==> config.mk <==
export PLATFORM = sky130hd
export DESIGN_NAME = cluster_dbg_halt_ctrl
export DESIGN_NICKNAME = d
export VERILOG_FILES = /design/src/rtl/cluster_dbg_halt_ctrl.sv
export SDC_FILE = /design/constraint.sdc
export NUM_CORES = 1
export LEC_CHECK = 0
export ABC_AREA = 1
export ABC_CLOCK_PERIOD_IN_PS = 1890
export BUFFER_PORTS_ARGS = -buffer_cell sky130_fd_sc_hd__buf_2
export CORE_ASPECT_RATIO = 0.7
export CORE_MARGIN = 2
export CORE_UTILIZATION = 35
export CTS_CLUSTER_DIAMETER = 100
export DETAILED_ROUTE_END_ITERATION = 8
export PLACE_DENSITY = 0.52
export SETUP_SLACK_MARGIN = 0.02
export SLEW_MARGIN = 20
export SYNTH_ARGS = -nofsm -noshare
export SYNTH_HDL_FRONTEND = slang
export SYNTH_SLANG_ARGS = --single-unit
==> constraint.sdc <==
create_clock -name clk_i -period 1.89 [get_ports clk_i]
set_input_delay 0.0945 -clock clk_i [delete_from_list [all_inputs] [get_ports clk_i]]
set_output_delay 0.0945 -clock clk_i [all_outputs]
set_load 0.02 [all_outputs]
==> src/rtl/cluster_dbg_halt_ctrl.sv <==
// Per-core debug halt/resume handshake engine.
// Widens single-cycle halt/resume pulses from the cluster control unit into
// level debug/resume requests. Each request is held until the core acknowledges
// through debug_mode_i, or until a bounded wait expires. Reports per-core halted
// status and a sticky timeout flag.
module cluster_dbg_halt_ctrl #(
  parameter int unsigned NB_CORES       = 4,
  parameter int unsigned TIMEOUT_CYCLES = 256,
  parameter int unsigned CNT_WIDTH      = 9
) (
  input  logic                clk_i,
  input  logic                rst_ni,
  input  logic [NB_CORES-1:0] halt_i,
  input  logic [NB_CORES-1:0] resume_i,
  input  logic [NB_CORES-1:0] debug_mode_i,
  input  logic [NB_CORES-1:0] clr_timeout_i,
  output logic [NB_CORES-1:0] dbg_req_o,
  output logic [NB_CORES-1:0] resume_req_o,
  output logic [NB_CORES-1:0] halted_o,
  output logic [NB_CORES-1:0] timeout_o,
  output logic                any_halted_o
);

  // Each request output is one bit of the state encoding, so all outputs are
  // plain register bits with no decode logic.
  typedef enum logic [2:0] {
    S_RUN        = 3'b000,
    S_HALT_REQ   = 3'b001,
    S_HALTED     = 3'b010,
    S_RESUME_REQ = 3'b100
  } state_t;

  localparam logic [CNT_WIDTH-1:0] CNT_MAX =
    (TIMEOUT_CYCLES == 0) ? '0 : CNT_WIDTH'(TIMEOUT_CYCLES - 1);

  for (genvar c = 0; c < NB_CORES; c++) begin : g_core
    state_t               state;
    logic [CNT_WIDTH-1:0] cnt;
    logic                 dm_q;
    logic                 tmo_q;
    logic                 expired;

    assign expired = (TIMEOUT_CYCLES != 0) && (cnt == CNT_MAX);

    // Handshake FSM for this core. Acknowledge beats abort, and abort beats
    // timeout. A timeout set overrides a clear arriving in the same cycle.
    always_ff @(posedge clk_i) begin
      if (!rst_ni) begin
        state <= S_RUN;
        cnt   <= '0;
        dm_q  <= 1'b0;
        tmo_q <= 1'b0;
      end else begin
        dm_q <= debug_mode_i[c];
        if (clr_timeout_i[c]) tmo_q <= 1'b0;
        case (state)
          S_RUN: begin
            if (debug_mode_i[c]) begin
              state <= S_HALTED;
            end else if (halt_i[c]) begin
              state <= S_HALT_REQ;
              cnt   <= '0;
            end
          end
          S_HALT_REQ: begin
            if (debug_mode_i[c]) begin
              state <= S_HALTED;
            end else if (resume_i[c]) begin
              state <= S_RUN;
            end else if (expired) begin
              state <= S_RUN;
              tmo_q <= 1'b1;
            end else if (TIMEOUT_CYCLES != 0) begin
              cnt <= cnt + 1'b1;
            end
          end
          S_HALTED: begin
            if (resume_i[c]) begin
              state <= S_RESUME_REQ;
              cnt   <= '0;
            end else if (dm_q && !debug_mode_i[c]) begin
              state <= S_RUN;
            end
          end
          S_RESUME_REQ: begin
            if (!debug_mode_i[c]) begin
              state <= S_RUN;
            end else if (expired) begin
              state <= S_HALTED;
              tmo_q <= 1'b1;
            end else if (TIMEOUT_CYCLES != 0) begin
              cnt <= cnt + 1'b1;
            end
          end
          default: begin
            state <= S_RUN;
            cnt   <= '0;
          end
        endcase
      end
    end

    assign dbg_req_o[c]    = state[0];
    assign halted_o[c]     = state[1];
    assign resume_req_o[c] = state[2];
    assign timeout_o[c]    = tmo_q;
  end

  assign any_halted_o = |halted_o;

endmodule

==> qor.log, run 1 <==
INFO  run_status     outcome=completed
INFO  worst_setup_path worst_setup_path_start_kind=flop
INFO  synth          yosysWarnings=0
INFO  placement      cell_count_post_placement=741
INFO  sta            fin_worst_skew=7.994ps
INFO  worst_setup_path reg2reg_slack=160ps
INFO  clocking       cts.reportedPaths.clkPinSlew=80ps
INFO  sta            period_needed=1733ps
INFO  power          total_power_per_unit_cell_area=779.1nW/um2
INFO  worst_hold_path worstHoldPathType=in2reg
INFO  floorplanning  initial_utilization=36.22%
INFO  sta            slew-limit-headroom=64.04%
INFO  cells_and_area stdcell_area=4212um2
INFO  cells_and_area final_nets=648
INFO  synth          netlist-cell-type-count=31
INFO  sta            max_slew.worst_pin.slew=536.1ps
INFO  power          p_total=3.281mW
INFO  cells_and_area area.sequential=1135um2
INFO  placement      final_replace_weighted_congestion=0.8552
INFO  synth          synth.net_count=604
INFO  grt            globalRoute.totalOverflow=0
INFO  floorplanning  fp.dieW=123.9um
INFO  worst_setup_path worst-setup-path-type=reg2reg
INFO  drt            drt-vias-per-instance=4.712
INFO  clocking       clk_root_buffer_cell=clkbuf_16
INFO  clocking       tritoncts_num_sinks=56
INFO  cells_and_area share_of_layout_cells_above_drive_strength_1=17.34%
INFO  placement      place.port_buffers=34
INFO  synth          post-synth-top-area-fraction=31.84%
INFO  cells_and_area synthToLayoutAreaGrowth=19.62%
INFO  drt            final_antenna_net_count=0
INFO  grt            grt_use_total=16.50%
INFO  sta            timing.final.setup_violations=0
INFO  drt            routed_wire_length_per_instance=11.33um
INFO  worst_hold_path holdPathStages=4
INFO  sta            grt_setup_unrepaired=true
INFO  drt            drt_wl_total=8509um
INFO  grt            grt_max_degree=18
INFO  clocking       cts_inserted_buffers=5
INFO  synth          portion_of_the_post_synthesis_area_used_by_sequential_elements=31.84%
INFO  worst_setup_path crit_fanout=7
INFO  sta            period_utilization=91.70%
INFO  clocking       clk-insertion-delay-late=300ps
INFO  drt            vias=3539
INFO  floorplanning  fp.dieH=87.92um
INFO  synth          post_synth_main_area_contributors=dfxtp_1 (32%), nand2_1 (19%), nor2_1 (9.5%), inv_1 (7.9%), a21oi_1 (6.1%)
INFO  worst_setup_path r2r.worst_path.cells=13
INFO  worst_setup_path critical_path_arrival=1930ps
INFO  synth          synthDominantAreaCellType=dfxtp_1
INFO  clocking       ctsLongestPathBuffers=2
INFO  sta            timing.final.max_slew_violations=0
INFO  sta            fmax=0.5770GHz
INFO  grt            antenna_violations_before_repair=0
INFO  synth          syn_area_per_cell=6.091um2
INFO  clocking       cts_tree=yes
INFO  floorplanning  core-area=9722um2
INFO  floorplanning  full_die_area=10890um2
INFO  cells_and_area n_fill_cell=1053
INFO  worst_setup_path timing.critical_path.required=2080ps
INFO  synth          postSynthCellCount=578
INFO  grt            grt_pass1_wl=14540um
INFO  drt            first_iter_violations=210
INFO  sta            finalHoldViolations=0
INFO  power          ir_worst_vdd=330.6uV
INFO  synth          ys_seq_elements=56
INFO  floorplanning  ioPinCount=35
INFO  cells_and_area layout.cells.non_filler=751
INFO  sta            fin_setup_tns=0ps
INFO  drt            firstDrtPassIters=4
INFO  placement      post-dp-hpwl=6137um
INFO  placement      post_dp_cell_area=3890um2
INFO  clocking       h-tree-depth=2
INFO  grt            first_global_vias=3182
INFO  cells_and_area antenna_cells_inserted=0
INFO  drt            remaining_drc_errors=0
INFO  floorplanning  std_cell_rows=30
INFO  cells_and_area multi_input_comb_area=2171um2
INFO  power          power_leakage=1.826nW
INFO  job            maxCapViolCount=0
INFO  synth          syn-cell-area=3521um2
INFO  worst_setup_path kind_of_end_point_of_the_critical_path=flop
## cells by family (layout without fill, tap and decap cells)
group	after synthesis	in the layout	share of synthesized area, %
buf+inv	89	134	10.23
flops	56	56	31.84
xor+xnor	7	7	1.741
compound gates	67	67	9.951
simple gates	351	351	43.39
fa+ha+maj	8	8	2.843
## final timing paths
| path | startpoint | end |
|---|---|---|
| worst max-delay path | g_core[3].cnt[0]$_SDFFE_PN0P_ | g_core[3].cnt[8]$_SDFFE_PN0P_ |
| worst max register to register | g_core[3].cnt[0]$_SDFFE_PN0P_ | g_core[3].cnt[8]$_SDFFE_PN0P_ |
| worst min register to register | g_core[2].cnt[8]$_SDFFE_PN0P_ | g_core[2].cnt[8]$_SDFFE_PN0P_ |
| worst min-delay path | clr_timeout_i[2] | g_core[2].tmo_q$_SDFF_PN0_ |
## cell usage in the layout (no fill, tap or decap), types with 2 or more instances in the layout
master / count
nand2_1: 179
nor2_1: 82
inv_1: 74
dfxtp_1: 49
a21oi_1: 43
nand3_1: 36
buf_2: 34
o21ai_0: 17
buf_4: 13
nor2_4: 8
nor2_2: 7
nand2_2: 7
nand4_1: 6
nor3_1: 6
nand3_2: 5
xor2_1: 5
nand2_4: 5
clkbuf_16: 5
dfxtp_2: 5
ha_4: 4
o21bai_1: 3
nand3b_1: 3
xnor2_1: 2
inv_2: 2
nor4_1: 2
or2_0: 2
nand3_4: 2
ha_1: 2
ha_2: 2
clkinv_2: 2
dfxtp_4: 2
buf_12: 2
## critical path, stage by stage (launching register included)
cell and delay, ps:
dfxtp_2 340, ha_1 210, nand2_1 70, inv_1 50, nand3_1 90, nor2_1 50
ha_1 210, nand2_2 90, nand2_1 90, nor2_4 160, buf_12 130, nand2_1 40
nand2_1 50, nor2_1 30
## flip-flops by register name, indices dropped and copies added (netlist names)
register / cells
g_core.tmo_q: 4
g_core.state: 12
g_core.dm_q: 4
g_core.cnt: 36
## cell usage after synthesis (all sizes together)
cell type / number
nand3b: 3
nor2: 97
o22ai: 1
nand4: 6
a21oi: 44
o21ai: 18
dfxtp: 56
o21a: 1
inv: 76
clkbuf: 6
clkinv: 1
nor3: 6
nor4: 2
o21bai: 3
xor2: 5
nand3: 43
ha: 8
and2: 1
buf: 6
nand2: 191
xnor2: 2
or2: 2
## routing by layer
metal / track usage [%] / vias to the layer above / part of all wire, %
met5: 0 / - / 0
met4: 3.409 / 0 / 0.74
met3: 3.190 / 6 / 3.5
met2: 26.77 / 63 / 44
met1: 22.90 / 1581 / 52
li1: - / 1889 / -
## cell type report
type | instances | area share [%]
Clock inverter | 2 | 0.2377
Inverter | 77 | 6.863
Timing Repair Buffer | 49 | 7.308
Tap cell | 128 | 3.803
Sequential cell | 56 | 26.95
Clock buffer | 6 | 3.298
Multi-Input combinational cell | 433 | 51.54
## report_power, final
| part | switching (mW) | internal, mW | total, mW | leakage, nW |
|---|---|---|---|---|
| sequential | 0.0973 | 1.25 | 1.35 | 0.459 |
| combinational | 0.654 | 0.311 | 0.965 | 1.29 |
| clock | 0.444 | 0.525 | 0.968 | 0.0766 |
| total | 1.19 | 2.09 | 3.28 | 1.83 |
## timing repair
item,4_1_cts,5_1_grt
hold buffers,0,0
pin swaps,2,13
gates cloned,0,0
buffers inserted,0,2
setup endpoints to repair,2,42
resized for setup,3,37
## metrics by stage
stage / worst slack (ps) / util (%) / hold WS, ps
detailed placement: -26.62 / 40.01 / 356.1
global route: -8.169 / 43.32 / 54.05
global placement: 27.26 / 40.01 / 347.0
CTS: 29.28 / 41.61 / 38.83
finish: 156.8 / 43.32 / 42.57
floorplan: 110.3 / - / 188.0
(Power assumes the default switching activity.)
==> run 2: changes to the inputs <==
RECOVER_POWER = 50   (was default)
TNS_END_PERCENT = 100   (was default)
==> run 2 against run 1 <==
Net effect:
- via count rose by 0.14%
- flip-flop and latch count unchanged
- hold slack lost 0.91 ps
- critical endpoint unchanged
- largest cell class unchanged
- largest power group unchanged
==> qor.log, run 2 (synthesized netlist as in run 1, its figures left out) <==
INFO  floorplanning  ioPinCount=35 [unchanged]
INFO  drt            drt_wl_total=8467um [was 8509 um]
INFO  clocking       cts_inserted_buffers=5 [unchanged]
INFO  power          p_total=3.264mW [was 3.281 mW]
INFO  worst_setup_path crit_path_cell_trace=ha_1, nand2_1, inv_1, nand3_1, nor2_1, ha_1, nand2_2, nand2_1, nor2_4, buf_12, nand2_1, nand2_1, nor2_1 [unchanged]
INFO  power          total_power_per_unit_cell_area=780.6nW/um2 [was 779.1 nW/um2]
INFO  sta            grt_setup_unrepaired=true [unchanged]
INFO  grt            grt_use_total=16.50% [unchanged]
INFO  sta            timing.final.max_slew_violations=0 [unchanged]
INFO  worst_hold_path timing.hold.worst_endpoint=g_core[2].tmo_q$_SDFF_PN0_ [unchanged]
INFO  placement      post-dp-hpwl=6137um [unchanged]
INFO  drt            final_antenna_net_count=0 [unchanged]
INFO  floorplanning  core-area=9722um2 [unchanged]
INFO  drt            firstDrtPassIters=4 [unchanged]
INFO  placement      final_replace_weighted_congestion=0.8552 [unchanged]
INFO  worst_setup_path critical_path_arrival=1930ps [about the same]
INFO  clocking       cts.reportedPaths.clkPinSlew=80ps [about the same]
INFO  floorplanning  initial_utilization=36.22% [unchanged]
INFO  clocking       cts_tree=yes [unchanged]
INFO  worst_hold_path holdPathStages=4 [unchanged]
INFO  cells_and_area multi_input_comb_area=2163um2 [was 2171 um2]
INFO  floorplanning  fp.dieH=87.92um [unchanged]
INFO  run_status     outcome=completed [unchanged]
INFO  worst_setup_path kind_of_end_point_of_the_critical_path=flop [unchanged]
INFO  grt            grt_pass1_wl=14540um [unchanged]
INFO  power          ir_worst_vdd=334.7uV [was 330.6 uV]
INFO  clocking       h-tree-depth=2 [unchanged]
INFO  cells_and_area n_fill_cell=1070 [was 1053]
INFO  sta            finalHoldViolations=0 [unchanged]
INFO  cells_and_area synthToLayoutAreaGrowth=18.76% [was 19.62%]
INFO  worst_setup_path r2r.worst_path.cells=13 [unchanged]
INFO  worst_setup_path timing.critical_path.slowest_stage_cell=dfxtp_2 [unchanged]
INFO  grt            grt_max_degree=18 [unchanged]
INFO  job            maxCapViolCount=0 [unchanged]
INFO  worst_setup_path worstReg2RegStart=g_core[3].cnt[0]$_SDFFE_PN0P_ [unchanged]
INFO  placement      place.port_buffers=34 [unchanged]
INFO  cells_and_area share_of_layout_cells_above_drive_strength_1=14.29% [was 17.34%]
INFO  placement      detailedPlace.worstSlack=-26.62ps [unchanged]
INFO  sta            timing.final.setup_violations=0 [unchanged]
INFO  worst_setup_path r2r_end=g_core[3].cnt[8]$_SDFFE_PN0P_ [unchanged]
INFO  grt            antenna_violations_before_repair=0 [unchanged]
INFO  sta            fin_setup_tns=0ps [unchanged]
INFO  sta            fmax=0.5760GHz [was 0.5770 GHz]
INFO  sta            period_needed=1736ps [was 1733 ps]
INFO  grt            globalRoute.totalOverflow=0 [unchanged]
INFO  drt            drt-vias-per-instance=4.719 [was 4.712]
INFO  sta            max_slew.worst_pin.slew=509.5ps [was 536.1 ps]
INFO  worst_setup_path reg2reg_slack=150ps [was 160 ps]
INFO  floorplanning  full_die_area=10890um2 [unchanged]
INFO  clocking       tritoncts_num_sinks=56 [unchanged]
INFO  sta            holdWs=41.67ps [was 42.57 ps]
INFO  floorplanning  fp.dieW=123.9um [unchanged]
INFO  drt            first_iter_violations=212 [was 210]
INFO  power          power_leakage=1.742nW [was 1.826 nW]
INFO  cells_and_area largest_reg_flops=36 [unchanged]
INFO  placement      post_dp_cell_area=3890um2 [unchanged]
INFO  cells_and_area final_nets=648 [unchanged]
INFO  cells_and_area layout_common_cells=nand2_1 (180), nor2_1 (82), inv_1 (74), dfxtp_1 (49), a21oi_1 (43) [was nand2_1 (179), nor2_1 (82), inv_1 (74), dfxtp_1 (49), a21oi_1 (43)]
INFO  drt            remaining_drc_errors=0 [unchanged]
INFO  worst_setup_path worst_setup_path_start_kind=flop [unchanged]
INFO  clocking       ctsLongestPathBuffers=2 [unchanged]
INFO  worst_hold_path worstHoldPathType=in2reg [unchanged]
INFO  drt            vias=3544 [was 3539]
INFO  floorplanning  std_cell_rows=30 [unchanged]
INFO  drt            routed_wire_length_per_instance=11.27um [was 11.33 um]
INFO  cells_and_area antenna_cells_inserted=0 [unchanged]
INFO  worst_hold_path hold_path.startpoint=clr_timeout_i[2] [unchanged]
INFO  clocking       clk_root_buffer_cell=clkbuf_16 [unchanged]
INFO  cells_and_area largest_registers=g_core.cnt (36), g_core.state (12) [unchanged]
INFO  grt            first_global_vias=3182 [unchanged]
INFO  clocking       clk-insertion-delay-late=300ps [about the same]
INFO  sta            fin_worst_skew=8.092ps [was 7.994 ps]
INFO  cells_and_area final_common_cell=nand2_1 [unchanged]
INFO  worst_setup_path crit_fanout=7 [unchanged]
INFO  sta            slew-limit-headroom=65.82% [was 64.04%]
INFO  cells_and_area stdcell_area=4182um2 [was 4212 um2]
INFO  cells_and_area regMostFlops=g_core.cnt [unchanged]
INFO  worst_setup_path crit_path_max_incr_delay=350ps [was 340 ps]
INFO  worst_setup_path worst_path_most_repeated_cell=nand2_1 [unchanged]
INFO  worst_setup_path timing.critical_path.required=2080ps [about the same]
INFO  sta            worst_slack=154.0ps [was 156.8 ps]
INFO  sta            period_utilization=91.85% [was 91.70%]
INFO  cells_and_area area.sequential=1135um2 [unchanged]
INFO  worst_setup_path worst-setup-path-type=reg2reg [unchanged]
==> run 2: worst max-delay path by stage <==
stage               cells past startpoint                     startpoint                               to  slack [ps]
CTS                                    11  g_core[1].cnt[0]$_SDFFE_PN0P_  g_core[1].state[1]$_SDFFE_PN0P_          30
global route                           10  g_core[0].cnt[0]$_SDFFE_PN0P_  g_core[0].state[0]$_SDFFE_PN0P_          -8
global placement                       13  g_core[2].cnt[1]$_SDFFE_PN0P_  g_core[2].state[0]$_SDFFE_PN0P_          30
floorplan                              13  g_core[2].cnt[0]$_SDFFE_PN0P_  g_core[2].state[0]$_SDFFE_PN0P_         110
detailed placement                     13  g_core[2].cnt[1]$_SDFFE_PN0P_  g_core[2].state[1]$_SDFFE_PN0P_         -30
finish                                 13  g_core[3].cnt[0]$_SDFFE_PN0P_    g_core[3].cnt[8]$_SDFFE_PN0P_         150
==> run 2: repair_timing <==
| action | 4_1_cts | 5_1_grt |
|---|---|---|
| pin swaps | 2 | 13 |
| hold endpoints to repair | 0 | 0 |
| resized for setup | 3 | 37 |
| buffers inserted | 0 | 2 |
| setup endpoints to repair | 2 | 42 |
| hold buffers | 0 | 0 |
==> run 2: metal layers <==
metal	global-route usage (%)	vias to the layer above	share of wire (%)
met4	3.409	0	0.78
met5	0	-	0
met2	26.77	62	44
met3	3.190	6	4.3
met1	22.90	1580	51
li1	-	1896	-
==> run 2: critical path, delay by kind of cell, from the launching register on <==
family | cells | cell delay (ps)
adder cells (fa/ha/maj) | 2 | 420
buffers and inverters | 2 | 180
flip-flops | 1 | 350
AND/OR/NAND/NOR | 9 | 670
==> run 2: where the power goes <==
group          switching [mW]  leakage (nW)  internal [mW]
logic                   0.650          1.21          0.298
registers              0.0974         0.459           1.25
clock network           0.443        0.0766          0.525
total                    1.19          1.74           2.07
==> run 2: final cells by class <==
class | instances | share of cell area (%)
Multi-Input combinational cell | 433 | 51.74
Sequential cell | 56 | 27.14
Inverter | 77 | 6.912
Timing Repair Buffer | 49 | 6.822
Tap cell | 128 | 3.830
Clock buffer | 6 | 3.321
Clock inverter | 2 | 0.2394
==> run 2: metrics by stage <==
stage,utilization [%],instances
final,43.01,751
after global placement,40.01,741
after detailed placement,40.01,741
after floorplan,-,578
after global routing,43.01,751
after CTS,41.61,749
